--- src/rtl/ctrl_pkg.sv ---
// Shared encodings for the multi-cycle control sequencer.
// States, opcodes, strobe encodings and the decoded-instruction bundle.
package ctrl_pkg;

  localparam logic [3:0] S_IF      = 4'b0000;
  localparam logic [3:0] S_ID      = 4'b0001;
  localparam logic [3:0] S_EXE_MEM = 4'b0010;
  localparam logic [3:0] S_MEM     = 4'b0011;
  localparam logic [3:0] S_WB_LD   = 4'b0100;
  localparam logic [3:0] S_EXE_BR  = 4'b0101;
  localparam logic [3:0] S_EXE_ALU = 4'b0110;
  localparam logic [3:0] S_WB_ALU  = 4'b0111;
  localparam logic [3:0] S_HALTED  = 4'b1000;

  localparam logic [5:0] OP_ADD  = 6'b000000;
  localparam logic [5:0] OP_SUB  = 6'b000001;
  localparam logic [5:0] OP_ADDI = 6'b000010;
  localparam logic [5:0] OP_OR   = 6'b010000;
  localparam logic [5:0] OP_AND  = 6'b010001;
  localparam logic [5:0] OP_ORI  = 6'b010010;
  localparam logic [5:0] OP_SLL  = 6'b011000;
  localparam logic [5:0] OP_MOVE = 6'b100000;
  localparam logic [5:0] OP_SLT  = 6'b100111;
  localparam logic [5:0] OP_SW   = 6'b110000;
  localparam logic [5:0] OP_LW   = 6'b110001;
  localparam logic [5:0] OP_BEQ  = 6'b110100;
  localparam logic [5:0] OP_J    = 6'b111000;
  localparam logic [5:0] OP_JR   = 6'b111001;
  localparam logic [5:0] OP_JAL  = 6'b111010;
  localparam logic [5:0] OP_HALT = 6'b111111;

  localparam logic [1:0] EXT_NONE = 2'b00;
  localparam logic [1:0] EXT_ZERO = 2'b01;
  localparam logic [1:0] EXT_SIGN = 2'b10;

  localparam logic [1:0] PC_SEQ = 2'b00;
  localparam logic [1:0] PC_BR  = 2'b01;
  localparam logic [1:0] PC_JR  = 2'b10;
  localparam logic [1:0] PC_JMP = 2'b11;

  localparam logic [1:0] RO_RA = 2'b00;
  localparam logic [1:0] RO_RT = 2'b01;
  localparam logic [1:0] RO_RD = 2'b10;

  typedef struct packed {
    logic add;
    logic sub;
    logic addi;
    logic or_op;
    logic and_op;
    logic ori;
    logic sll;
    logic move;
    logic slt;
    logic sw;
    logic lw;
    logic beq;
    logic j;
    logic jr;
    logic jal;
    logic halt;
  } instr_t;

endpackage

--- src/rtl/ctrl_decode.sv ---
// Opcode decoder: latched opcode to instruction one-hot.
// Non-zero upper opcode bits make the opcode undecodable.
module ctrl_decode
  import ctrl_pkg::*;
#(
  parameter int OPCODE_W = 6
) (
  input  logic [OPCODE_W-1:0] op,
  output instr_t              ins,
  output logic                illegal
);

  logic       hi_ok;
  logic [5:0] lo;

  assign hi_ok = (op >> 6) == '0;
  assign lo    = op[5:0];

  always_comb begin
    ins = '0;
    if (hi_ok) begin
      unique case (lo)
        OP_ADD:  ins.add    = 1'b1;
        OP_SUB:  ins.sub    = 1'b1;
        OP_ADDI: ins.addi   = 1'b1;
        OP_OR:   ins.or_op  = 1'b1;
        OP_AND:  ins.and_op = 1'b1;
        OP_ORI:  ins.ori    = 1'b1;
        OP_SLL:  ins.sll    = 1'b1;
        OP_MOVE: ins.move   = 1'b1;
        OP_SLT:  ins.slt    = 1'b1;
        OP_SW:   ins.sw     = 1'b1;
        OP_LW:   ins.lw     = 1'b1;
        OP_BEQ:  ins.beq    = 1'b1;
        OP_J:    ins.j      = 1'b1;
        OP_JR:   ins.jr     = 1'b1;
        OP_JAL:  ins.jal    = 1'b1;
        OP_HALT: ins.halt   = 1'b1;
        default: ins = '0;
      endcase
    end
  end

  assign illegal = (ins == '0);

endmodule

--- src/rtl/multicycle_ctrl_seq.sv ---
// Multi-cycle CPU control sequencer with memory handshakes and halt.
// Define CTRL_PERF_CNT_EN to add cycle / retired-instruction counters.
module multicycle_ctrl_seq
  import ctrl_pkg::*;
#(
  parameter int OPCODE_W = 6,
  parameter int ALUOP_W  = 3,
  parameter int CNT_W    = 32
) (
  input  logic                clk,
  input  logic                rst,
  input  logic [OPCODE_W-1:0] opcode,
  input  logic                zero,
  input  logic                imem_ready,
  input  logic                dmem_ready,
  input  logic                resume,
  output logic [3:0]          state,
  output logic                pc_wre,
  output logic                ir_wre,
  output logic                imem_req,
  output logic                dmem_req,
  output logic                dmem_rw,
  output logic                alu_src_b,
  output logic                alu_m2reg,
  output logic                reg_wre,
  output logic                wr_reg_data,
  output logic [1:0]          ext_sel,
  output logic [1:0]          pc_src,
  output logic [1:0]          reg_out,
  output logic [ALUOP_W-1:0]  alu_op,
  output logic                illegal_op
`ifdef CTRL_PERF_CNT_EN
  ,
  output logic [CNT_W-1:0]    cyc_cnt,
  output logic [CNT_W-1:0]    instret_cnt
`endif
);

  if (ALUOP_W < 3 || OPCODE_W < 6 || CNT_W < 1) begin : g_bad_params
    $error("multicycle_ctrl_seq: parameter out of range");
  end

  logic [3:0]          state_q;
  logic [3:0]          state_n;
  logic [OPCODE_W-1:0] op_q;
  instr_t              ins;
  logic                illegal;
  logic                is_alu;
  logic                is_rtype;
  logic                is_mem;
  logic                is_jmp;
  logic                src_imm;

  ctrl_decode #(.OPCODE_W(OPCODE_W)) u_dec (
    .op      (op_q),
    .ins     (ins),
    .illegal (illegal)
  );

  assign is_rtype = ins.add | ins.sub | ins.and_op | ins.or_op
                  | ins.move | ins.slt | ins.sll;
  assign is_alu   = is_rtype | ins.addi | ins.ori;
  assign is_mem   = ins.lw | ins.sw;
  assign is_jmp   = ins.j | ins.jr | ins.jal;
  assign src_imm  = ins.addi | ins.ori | ins.sw | ins.lw | ins.sll;

  always_ff @(posedge clk or posedge rst) begin
    if (rst) begin
      state_q <= S_IF;
      op_q    <= '0;
    end else begin
      state_q <= state_n;
      if (ir_wre) op_q <= opcode;
    end
  end

  always_comb begin
    state_n = state_q;
    unique case (state_q)
      S_IF: if (imem_ready) state_n = S_ID;
      S_ID: begin
        unique case (1'b1)
          is_alu:   state_n = S_EXE_ALU;
          ins.beq:  state_n = S_EXE_BR;
          is_mem:   state_n = S_EXE_MEM;
          ins.halt: state_n = S_HALTED;
          default:  state_n = S_IF;
        endcase
      end
      S_EXE_MEM: state_n = S_MEM;
      S_MEM: begin
        if (dmem_ready) state_n = ins.lw ? S_WB_LD : S_IF;
      end
      S_EXE_ALU: state_n = S_WB_ALU;
      S_WB_ALU:  state_n = S_IF;
      S_WB_LD:   state_n = S_IF;
      S_EXE_BR:  state_n = S_IF;
      S_HALTED:  if (resume) state_n = S_IF;
      default:   state_n = S_IF;
    endcase
  end

  // Everything but wr_reg_data is forced low while reset is held.
  always_comb begin
    pc_wre      = 1'b0;
    ir_wre      = 1'b0;
    imem_req    = 1'b0;
    dmem_req    = 1'b0;
    dmem_rw     = 1'b0;
    alu_src_b   = 1'b0;
    alu_m2reg   = 1'b0;
    reg_wre     = 1'b0;
    wr_reg_data = 1'b1;
    ext_sel     = EXT_NONE;
    pc_src      = PC_SEQ;
    reg_out     = RO_RA;
    alu_op      = '0;
    illegal_op  = 1'b0;
    if (!rst) begin
      ext_sel = {ins.addi | ins.sw | ins.lw | ins.beq, ins.ori};
      if (ins.addi | ins.ori | ins.lw) reg_out = RO_RT;
      else if (is_rtype)               reg_out = RO_RD;
      alu_op = ALUOP_W'({
        ins.ori | ins.and_op | ins.or_op | ins.sll,
        ins.and_op | ins.slt,
        ins.sub | ins.ori | ins.or_op | ins.beq
      });
      alu_src_b = src_imm & ((state_q == S_IF)
                | (state_q == S_EXE_MEM)
                | (state_q == S_EXE_BR)
                | (state_q == S_EXE_ALU));
      unique case (state_q)
        S_IF: begin
          imem_req = 1'b1;
          pc_wre   = imem_ready;
          ir_wre   = imem_ready;
        end
        S_ID: begin
          reg_wre     = ins.jal;
          wr_reg_data = ~ins.jal;
          illegal_op  = illegal;
          if (is_jmp) pc_src = {1'b1, ins.j | ins.jal};
        end
        S_EXE_BR: pc_src = {1'b0, ins.beq & zero};
        S_MEM: begin
          dmem_req = 1'b1;
          dmem_rw  = ins.sw;
        end
        S_WB_LD: begin
          reg_wre   = 1'b1;
          alu_m2reg = 1'b1;
        end
        S_WB_ALU: reg_wre = 1'b1;
        default: ;
      endcase
    end
  end

  assign state = state_q;

`ifdef CTRL_PERF_CNT_EN
  // Retirement is any return to IF except leaving HALTED.
  always_ff @(posedge clk or posedge rst) begin
    if (rst) begin
      cyc_cnt     <= '0;
      instret_cnt <= '0;
    end else begin
      if (state_q != S_HALTED) cyc_cnt <= cyc_cnt + CNT_W'(1);
      if (state_n == S_IF && state_q != S_IF
          && state_q != S_HALTED)
        instret_cnt <= instret_cnt + CNT_W'(1);
    end
  end
`endif

endmodule
--- config.mk ---
export PLATFORM = sky130hd
export DESIGN_NAME = multicycle_ctrl_seq
export DESIGN_NICKNAME = d
export VERILOG_FILES = /design/src/rtl/ctrl_pkg.sv /design/src/rtl/ctrl_decode.sv /design/src/rtl/multicycle_ctrl_seq.sv
export SDC_FILE = /design/constraint.sdc
export NUM_CORES = 1
export LEC_CHECK = 0
export CAP_MARGIN = 10
export CELL_PAD_IN_SITES_DETAIL_PLACEMENT = 1
export CELL_PAD_IN_SITES_GLOBAL_PLACEMENT = 1
export CORE_ASPECT_RATIO = 0.75
export CORE_MARGIN = 2
export CORE_UTILIZATION = 30
export DETAILED_ROUTE_END_ITERATION = 16
export GPL_ROUTABILITY_DRIVEN = 1
export GPL_TIMING_DRIVEN = 1
export PLACE_DENSITY = 0.74
export SYNTH_ARGS = -nofsm -noshare
export SYNTH_HDL_FRONTEND = slang
export SYNTH_SLANG_ARGS = --single-unit
--- constraint.sdc ---
create_clock -name clk -period 1.6 [get_ports clk]
set_input_delay 0.32 -clock clk [delete_from_list [all_inputs] [get_ports clk]]
set_output_delay 0.32 -clock clk [all_outputs]
set_load 0.01 [all_outputs]
==> run summary <==
The flow ran to the end, but the final reports show violations. The final reports fail on negative setup slack. The placement-stage worst setup slack is -0.788 ns, and the mean instance size in the synthesized netlist is 7.50 sq um. In the layout the commonest cells are buf_4 (51), buf_6 (28), buf_2 (14). The tools report the pin count of the biggest net entering global routing as 14.

In the final timing run, aggregate negative setup slack is -12.83 ns. Of the cells placed in the final design, the portion with a size suffix greater than 1 is 62.5%. The count of warnings emitted by yosys came out at 0.

The critical path is of the flop to primary output type. Summed over all layers, the global routing overflow is 0. The largest single stage delay on the critical path is 0.58 ns. For this configuration, the core starts out at a cell density of 30.9%.

STA puts the critical path data arrival time at 1.99 ns. The endpoint type of the worst setup path is a primary output. In this run the most used layer during global routing was met2. The number of vias after detailed routing is 1,816. Once placement completed, the tool counted placed cells totaling 276.

TritonCTS built the clock tree. The cell count after synthesis is 150, and the remaining routing DRC violations is 0. Number of buffer cells added on primary ports: 34. The final layout contains routed wiring with a total length of 7.70 mm. The wire length per cell works out to 25.4 microns. Master cell of the clock root buffer: clkbuf_8.

After synthesis, the share of flip-flops with an asynchronous set or reset is 100%. The starting DRC count in detailed routing is 131. Compared with the post-synthesis result, the final layout area differs by 114%.

The clock net in this run drives a total of 10 sinks. Yosys attributes the largest share of cell area to dfrtp_1 (22%), mux2_2 (6.0%), nor2_1 (5.0%). Using the TritonRoute via totals, the vias-per-cell ratio works out to 5.99.

The tools report the hold violation total from the final report as 0. Critical-path maximum fanout: 3. The largest individual stage delay along the critical path comes from the cell or4b_4. The vertical die dimension came out at 57.0 microns. The global router's overall resource usage is 31.6%, and the shortest clock period the worst path allows after layout is 2.31 ns.

The total area inside the core boundary comes to 3640 sq um. The worst register-to-register path has a setup slack of -0.41 ns. At the end of the flow, the number of nets in the layout was 264. Counting flops and latches in the post-synthesis netlist gives 10. The die width works out to 74.7 microns. The number of nets handed over by synthesis was 162. The top cell type by total area after synthesis was dfrtp_1. The analysis attributes to cell leakage a power of 1.09 nW.

Of the available clock period, the critical path in the final layout requires 144%. The die covers 4260 sq um. The portion of the post-synthesis area used by sequential elements was 22.2%.

For this design, the CTS-stage hold fixing added 0 buffers. The count of max-cap constraint violations came out at 0. The first global-routing pass estimated 9.87 mm of wire. The max-slew headroom at the worst pin is 65.3%, and the post-synth design cell area is 1120 sq um. The via count of the first global-routing pass came out at 1,786.

For met3 alone, demand over resource in global routing was 6.01%. The synthesized design contains 0 enable-type register cells. The total number of H-tree levels was 1. Setup violations remaining at the end of the flow were counted as 28.

The worst hold path belongs to the class input port to async pin. The library cell used most frequently in the layout, excluding fill and tap cells, is buf_4. Antenna cell count: 0.

Setup repair after global routing could not meet its margin everywhere. IR analysis of the VDD net gives a maximum drop of 0.00139 V. Between clock sinks in the finished design, the worst skew comes to 0.00330 ns.

In this run the remaining antenna-violating nets after routing total 0. The wire-length estimate of the detail-placed layout is 4.12 mm. For the maximum buffer depth of the clock tree, the log shows 2. For this run, the leading register cell type out of synthesis is dfrtp_1.

The share of synthesized area in the top cell type comes to 22.2%. The tools report the number of buffers created by CTS as 3. The fmax is 434 MHz. The run gives 0 as the number of max-slew violations in the final report. The setup slack after layout is -0.706 ns, and the global routing usage on met1 is 40.3%. The number of antenna violations at the first check in global routing is 0, and the I/O pin total is 35. The register clock-pin slew on the reported worst setup and hold paths is 0.06 ns, and the post-synthesis cell type count is 51. Final core area utilization: 66.0%. Global routing used 53.5% of the available met2 tracks.

For the routability congestion estimate from global placement, the log shows 0.959. STA classifies the critical path startpoint as a flop. The initialized floorplan defines 19 standard-cell rows.

In this run the power density over the cells is 2210 nW/um^2. The signal on the critical path passes through or4b_4 -> nor4_4 -> nand2_2 -> buf_6 -> o41ai_2 -> buf_2. The critical path data required time is 1.28 ns, and the number of standard cells in the final layout excluding fillers is 303. The later pin in the worst-skew pair is clocked with a latency of 0.25 ns. The tools report the length of the first detailed-routing pass in iterations as 4. Summing all non-filler instances in the final layout gives an area of 2400 sq um.

For the pin with the worst max-slew slack, the measured transition is 0.516 ns. The tools report the placement-stage cell area as 1960 sq um.
[per-layer routing]
metal | vias to the layer above | share of wire [%]
met2 | 111 | 48
met3 | 36 | 7.0
met4 | 0 | 5.4
li1 | 761 | -
met5 | - | 0
met1 | 908 | 40
[sequential cells by signal (all words and copies together), names as in the netlist]
signal and count:
op_q 6, state 4
[final timing paths]
check	start	end	depth (start not counted)
hold / removal	rst	state[0]	4
setup / recovery	state[2]	pc_src[0]	6
hold reg to reg	op_q[1]	op_q[1]	1
min in group clk	op_q[1]	op_q[1]	1
setup reg to reg	state[2]	op_q[4]	9
max in group asynchronous	rst	op_q[1]	4
[cell type report]
cell class                 instances  area, sq um
fill                             402         1230
multi-input combinational        120         1020
timing repair buffer             112          982
sequential                        10          256
tap                               52         65.1
clock buffer                       4         55.1
inverter                           5         18.8
[cell usage after synthesis (2+ instances only)]
cell	number
or2_2	2
a31oi_1	3
buf_1	2
clkbuf_1	2
buf_2	10
o211ai_1	2
or3_1	2
nand3_1	2
nand2_1	14
nand2b_1	5
mux2_2	6
o21ai_0	4
a21oi_1	5
or2_1	2
and3_1	2
inv_1	5
nor4_1	6
nor4_2	2
nor2b_1	4
and3b_1	2
a211oi_1	2
or2b_1	2
o41ai_1	2
nor2_1	15
nor3_1	9
o22ai_1	2
dfrtp_1	10
nand3b_1	2
a211o_1	2
[stage by stage]
stage | total power [mW] | hold slack (ns)
floorplan | 2.10 | 0.432
global placement | 3.43 | 0.553
detailed placement | 3.61 | 0.575
CTS | 4.49 | 0.476
global route | 5.48 | 0.522
finish | 5.30 | 0.533
[power breakdown]
group          total (mW)  internal (mW)  switching, mW
combinational        4.38           2.13           2.25
sequential          0.583          0.382          0.202
clock               0.339          0.218          0.121
[timing repair]
item                       in CTS  in global routing
pin swaps                      19                 10
gates cloned                    1                  0
setup endpoints to repair      31                 31
setup buffers                  14                  9
gates resized for setup       126                 32
[kinds of logic (layout without fill, tap and decap cells)]
group                      Yosys count  in the layout  synth area share [%]
DFF                                 10             10                  22.2
AOI/OAI and AO/OA                   33             33                  20.9
and+or+nand+nor                     78             78                  40.2
muxes                                7              7                  6.90
buffers and inverters               20            121                  8.12
adders and majority gates            1              1                 0.890
xor gates and xnor gates             1              1                 0.779
[worst max-delay path: cells and delay by family (launching register included)]
kind	cells	cell delay (ns)
and+or+nand+nor	3	0.95
DFF	1	0.41
buffers and inverters	2	0.33
AOI/OAI and AO/OA	1	0.05
Note: power is estimated with default switching activity, not from simulation.
